==> config.mk <==
export PLATFORM = sky130hd
export DESIGN_NAME = systolic_sched
export DESIGN_NICKNAME = d
export VERILOG_FILES = /design/src/rtl/systolic_sched.sv
export SDC_FILE = /design/constraint.sdc
export NUM_CORES = 1
export LEC_CHECK = 0
export ABC_AREA = 1
export ABC_CLOCK_PERIOD_IN_PS = 3600
export BUFFER_PORTS_ARGS = -buffer_cell sky130_fd_sc_hd__buf_2
export CAP_MARGIN = 5
export CORE_MARGIN = 3
export CORE_UTILIZATION = 40
export CTS_CLUSTER_DIAMETER = 60
export CTS_CLUSTER_SIZE = 25
export DETAILED_ROUTE_END_ITERATION = 16
export PLACE_DENSITY = 0.65
export SLEW_MARGIN = 10
export SYNTH_ARGS = -nofsm -noshare
export SYNTH_HDL_FRONTEND = slang
export SYNTH_SLANG_ARGS = --single-unit
==> constraint.sdc <==
create_clock -name clk -period 3.6 [get_ports clk]
set_input_delay 0.54 -clock clk [delete_from_list [all_inputs] [get_ports clk]]
set_output_delay 0.54 -clock clk [all_outputs]
set_load 0.02 [all_outputs]
==> src/rtl/systolic_sched.sv <==
// systolic_sched: control sequencer for a SIZE x SIZE weight-stationary systolic array.
// Loads B into the PE columns, streams skewed rows of A, then captures the bottom-row
// partial sums into C = A x B.
//
// Ports:
//   clk, rst        clock, asynchronous active-high reset
//   abort           (only with SCHED_ABORT_EN) cancel the running multiply
//   start           request a multiply; mat_a / mat_b are latched when accepted
//   mat_a, mat_b    packed operands, element [i][j] at offset (i*SIZE+j)*DATA_WIDTH
//   busy, done      activity flag and one-cycle completion pulse
//   pe_data         activation for array row r (slice r)
//   pe_weight       weight for array column c (slice c), shifted in while shift_en=1
//   pe_valid        in_valid for array row r
//   shift_en        weight-shift enable to all PEs
//   psum_in         bottom-row part_sum_out for column c (slice c)
//   result          packed C, same packing as mat_a, ACC_WIDTH per element
//   res_valid       result holds a complete C
//
// Build option: define SCHED_ABORT_EN to add the abort input.

module systolic_sched #(
    parameter int DATA_WIDTH = 4,
    parameter int ACC_WIDTH  = 9,
    parameter int SIZE       = 2,
    parameter int PE_LAT     = 1
) (
    input  logic                                clk,
    input  logic                                rst,
`ifdef SCHED_ABORT_EN
    input  logic                                abort,
`endif
    input  logic                                start,
    input  logic [SIZE*SIZE*DATA_WIDTH-1:0]     mat_a,
    input  logic [SIZE*SIZE*DATA_WIDTH-1:0]     mat_b,
    output logic                                busy,
    output logic                                done,
    output logic [SIZE*DATA_WIDTH-1:0]          pe_data,
    output logic [SIZE*DATA_WIDTH-1:0]          pe_weight,
    output logic [SIZE-1:0]                     pe_valid,
    output logic                                shift_en,
    input  logic [SIZE*ACC_WIDTH-1:0]           psum_in,
    output logic [SIZE*SIZE*ACC_WIDTH-1:0]      result,
    output logic                                res_valid
);

    // Last step of STREAM and the step of the final bottom-right capture.
    localparam int T_STREAM = 2*SIZE - 2;
    localparam int T_LAST   = 3*SIZE - 3 + PE_LAT;
    localparam int T_MAX    = (T_LAST > SIZE) ? T_LAST : SIZE;
    localparam int TW       = $clog2(T_MAX + 2);

    typedef enum logic [2:0] {
        S_IDLE,
        S_LOAD_W,
        S_STREAM,
        S_DRAIN,
        S_DONE
    } state_t;

    state_t                           state_q, state_d;
    logic [TW-1:0]                    t_q, t_d;
    logic [DATA_WIDTH-1:0]            a_q [SIZE][SIZE];
    logic [DATA_WIDTH-1:0]            b_q [SIZE][SIZE];
    logic [SIZE*SIZE*ACC_WIDTH-1:0]   res_q, res_d;
    logic                             res_valid_q, res_valid_d;
    logic                             accept;
    int                               t_int;

    assign t_int = int'(t_q);

    // Next state, step counter and result-valid flag.
    always_comb begin
        state_d     = state_q;
        t_d         = t_q;
        res_valid_d = res_valid_q;
        accept      = 1'b0;
        unique case (state_q)
            S_IDLE: begin
                if (start) begin
                    accept      = 1'b1;
                    state_d     = S_LOAD_W;
                    t_d         = '0;
                    res_valid_d = 1'b0;
                end
            end
            S_LOAD_W: begin
                if (t_int == SIZE - 1) begin
                    state_d = S_STREAM;
                    t_d     = '0;
                end else begin
                    t_d = t_q + TW'(1);
                end
            end
            S_STREAM: begin
                t_d = t_q + TW'(1);
                if (t_int == T_STREAM)
                    state_d = (T_STREAM >= T_LAST) ? S_DONE : S_DRAIN;
            end
            S_DRAIN: begin
                t_d = t_q + TW'(1);
                if (t_int >= T_LAST)
                    state_d = S_DONE;
            end
            S_DONE: begin
                state_d = S_IDLE;
                t_d     = '0;
            end
            default: begin
                state_d = S_IDLE;
                t_d     = '0;
            end
        endcase
`ifdef SCHED_ABORT_EN
        if (abort && state_q != S_IDLE) begin
            state_d = S_IDLE;
            t_d     = '0;
        end
`endif
        if (state_d == S_DONE)
            res_valid_d = 1'b1;
    end

    // C[i][c] leaves the bottom of column c at step i+(SIZE-1)+c+PE_LAT.
    always_comb begin
        res_d = res_q;
        if (state_q == S_STREAM || state_q == S_DRAIN) begin
            for (int i = 0; i < SIZE; i++) begin
                for (int c = 0; c < SIZE; c++) begin
                    if (t_int == i + SIZE - 1 + c + PE_LAT)
                        res_d[(i*SIZE+c)*ACC_WIDTH +: ACC_WIDTH] =
                            psum_in[c*ACC_WIDTH +: ACC_WIDTH];
                end
            end
        end
    end

    // Array-side outputs. Weights enter bottom row first so row r ends up
    // holding B[r][*]; activations are skewed by one step per row.
    always_comb begin
        busy      = (state_q != S_IDLE);
        done      = (state_q == S_DONE);
        shift_en  = (state_q == S_LOAD_W);
        pe_weight = '0;
        pe_data   = '0;
        pe_valid  = '0;
        if (state_q == S_LOAD_W) begin
            for (int k = 0; k < SIZE; k++) begin
                for (int c = 0; c < SIZE; c++) begin
                    if (t_int == k)
                        pe_weight[c*DATA_WIDTH +: DATA_WIDTH] = b_q[SIZE-1-k][c];
                end
            end
        end
        if (state_q == S_STREAM) begin
            for (int r = 0; r < SIZE; r++) begin
                for (int i = 0; i < SIZE; i++) begin
                    if (t_int - r == i) begin
                        pe_valid[r] = 1'b1;
                        pe_data[r*DATA_WIDTH +: DATA_WIDTH] = a_q[i][r];
                    end
                end
            end
        end
    end

    assign result    = res_q;
    assign res_valid = res_valid_q;

    always_ff @(posedge clk or posedge rst) begin
        if (rst) begin
            state_q     <= S_IDLE;
            t_q         <= '0;
            res_q       <= '0;
            res_valid_q <= 1'b0;
            for (int i = 0; i < SIZE; i++) begin
                for (int j = 0; j < SIZE; j++) begin
                    a_q[i][j] <= '0;
                    b_q[i][j] <= '0;
                end
            end
        end else begin
            state_q     <= state_d;
            t_q         <= t_d;
            res_q       <= res_d;
            res_valid_q <= res_valid_d;
            if (accept) begin
                for (int i = 0; i < SIZE; i++) begin
                    for (int j = 0; j < SIZE; j++) begin
                        a_q[i][j] <= mat_a[(i*SIZE+j)*DATA_WIDTH +: DATA_WIDTH];
                        b_q[i][j] <= mat_b[(i*SIZE+j)*DATA_WIDTH +: DATA_WIDTH];
                    end
                end
            end
        end
    end

endmodule

==> metrics.cfg <==
[global_route]
grt_max_degree=61
antenna_found_initial=0
gr-usage-all-layers_pct=16.7
overflow=0
grt_pass1_wl_um=13300
grt_pass1_vias=2839

[final_layout]
layout-drive-gt1-share_pct=30.6
syn_to_final_growth_pct=21.7
final_core_util_pct=50.6
finalNetCount=551
fin_area_um2=4200
fill_cells=818
antenna_cells=0

[clocking]
cts_tree=done
cts_setup_buffers=0
cts.repair.resized=0
clk_pin_slew_ps=70
clock-sinks=75
cts-htree-levels=3
cts_hold_buf=0
cts_max_path_buffers=2
cts_buffers=9
insertion_delay_ps=340
clock-root-buffer=clkbuf_8

[logic_synthesis]
syn_area_um2=3450
synth_seq_cells=75
yosysSeqAreaShare_pct=54.4
yosysTopAreaCell=dfrtp_1
syn_nets=446
synthTopCellsByArea=dfrtp_1 (54%), nand2_1 (10%), inv_1 (6.2%)
postSynthCellCount=387
synthDistinctLibCells=26
synth.avg_cell_area_um2=8.91
ys_warn_count=0
synth_top_area_share_pct=54.4

[placement]
dp_hpwl_um=5510
place.gp.congestion=0.782
place_area_um2=4010
io_buffer_count=110

[sta]
final_max_slew_viol_count=0
holdWs_ps=325
hold_violations=0
finalSetupTns_ps=0
rsz0062_at_grt=false
fmax_ghz=0.380
period_minus_slack_ps=2630
worst_pin_slew_ps=825
skew_ps=3.40
finalSetupViolCount=0
relSlewSlack_pct=44.7
period_share_pct=73.0

[floorplanning]
die-height_um=98.9
ios=111
die_area_um2=9770
die_x_um=98.9
floorplan.initialDensity_pct=41.6
num_rows=33
core_um2=8300

[setup_path]
cp_max_fo=13
critical_path_class=reg2out
r2r_setup_slack_ps=1910
crit_path_end_kind=output port
r2r_cells=5
critPathRequiredTime_ps=3060
r2r-start=state_q[1]
r2r_end=t_q[0]
crit_arrival_ps=2090
cp-start-kind=flip-flop

[drt]
wl_per_cell_um=12.8
viasPerCell=4.68
postRouteAntennaNets=0
via_count=2815
drc_errors=0
drt_iter0_drc=86
routed_wl_um=7720
firstDrtPassIters=4

[power_and_ir_drop]
p_leak_nw=2.33
total_power_w=0.00381
p_per_area_nw_per_um2=907
vdd_ir_drop_max_uv=308

[worst_hold_path]
worstHoldPathType=in2async

[status]
status=finished clean

[job]
cap_violations=0

## power by group
part / switching [W] / total [W] / internal [W] / leakage (nW)
sequential: 0.000233 / 0.00148 / 0.00125 / 0.918
combinational: 0.00113 / 0.00169 / 0.000559 / 1.31
clock: 0.000304 / 0.000637 / 0.000333 / 0.102
## Yosys cell counts (all sizes together)
master  number
inv         60
nor3         3
dfrtp       75
nand3b       1
a21oi       12
clkbuf       5
buf         13
nand4        8
nand2       98
nor2        16
ha           6
o21ai       73
nand3       17
## metal layers
| layer | track usage, % | vias to the layer above | part of all wire (%) |
|---|---|---|---|
| met2 | 28.2 | 68 | 51 |
| met5 | 0 | - | 0 |
| li1 | - | 1436 | - |
| met4 | 6.09 | 0 | 0.93 |
| met1 | 20.6 | 1303 | 43 |
| met3 | 4.10 | 8 | 5.2 |
## cell families (layout without fill, tap and decap cells)
logic type / Yosys count / in the layout / synth area share (%)
simple gates: 143 / 143 / 18.9
compound gates: 85 / 85 / 13.4
buf+inv: 78 / 187 / 11.1
flops: 75 / 75 / 54.4
fa+ha+maj: 6 / 6 / 2.18
## layout make-up
cell class / count / area (um2) / share of cell area [%]
Clock buffer: 10 / 138 / 3.28
Clock inverter: 5 / 53.8 / 1.28
Inverter: 60 / 230 / 5.48
Multi-Input combinational cell: 234 / 1190 / 28.4
Sequential cell: 75 / 1880 / 44.7
Tap cell: 105 / 131 / 3.13
Timing Repair Buffer: 112 / 578 / 13.8
## metrics by stage
stage / cells / setup WS, ps
finish: 601 / 971
global route: 601 / 728
CTS: 601 / 934
detailed placement: 586 / 1310
global placement: 586 / 1360
floorplan: 387 / 1150
## flip-flops by register name (all words and copies together), names as in the netlist
name and cells:
result 36, a_q 16, b_q 16, state_q 3, t_q 3, res_valid 1
## placed cells by master, fill, tap and decap left out, drive strengths merged
cell,n
a21oi,12
buf,112
bufinv,1
clkbuf,10
clkinv,4
dfrtp,75
ha,6
inv,60
nand2,98
nand3,17
nand3b,1
nand4,8
nor2,16
nor3,3
o21ai,73
## how the worst max path moves through the flow
stage | from | endpoint | cells after the start
5_1_grt | t_q[0] | pe_data[0] | 6
3_5_place_dp | t_q[0] | pe_data[2] | 6
3_3_place_gp | state_q[1] | pe_weight[7] | 4
2_1_floorplan | rst | a_q[0] | 1
4_1_cts | t_q[0] | pe_data[2] | 6
6_report | t_q[0] | pe_data[2] | 6
## worst max-delay path, cell delays in order (launching register included)
cell and delay (ps):
dfrtp_1 420, inv_1 150, ha_1 240, ha_1 480
nand3_1 140, a21oi_1 140, buf_2 180
Power figures use the tool's default switching activity.
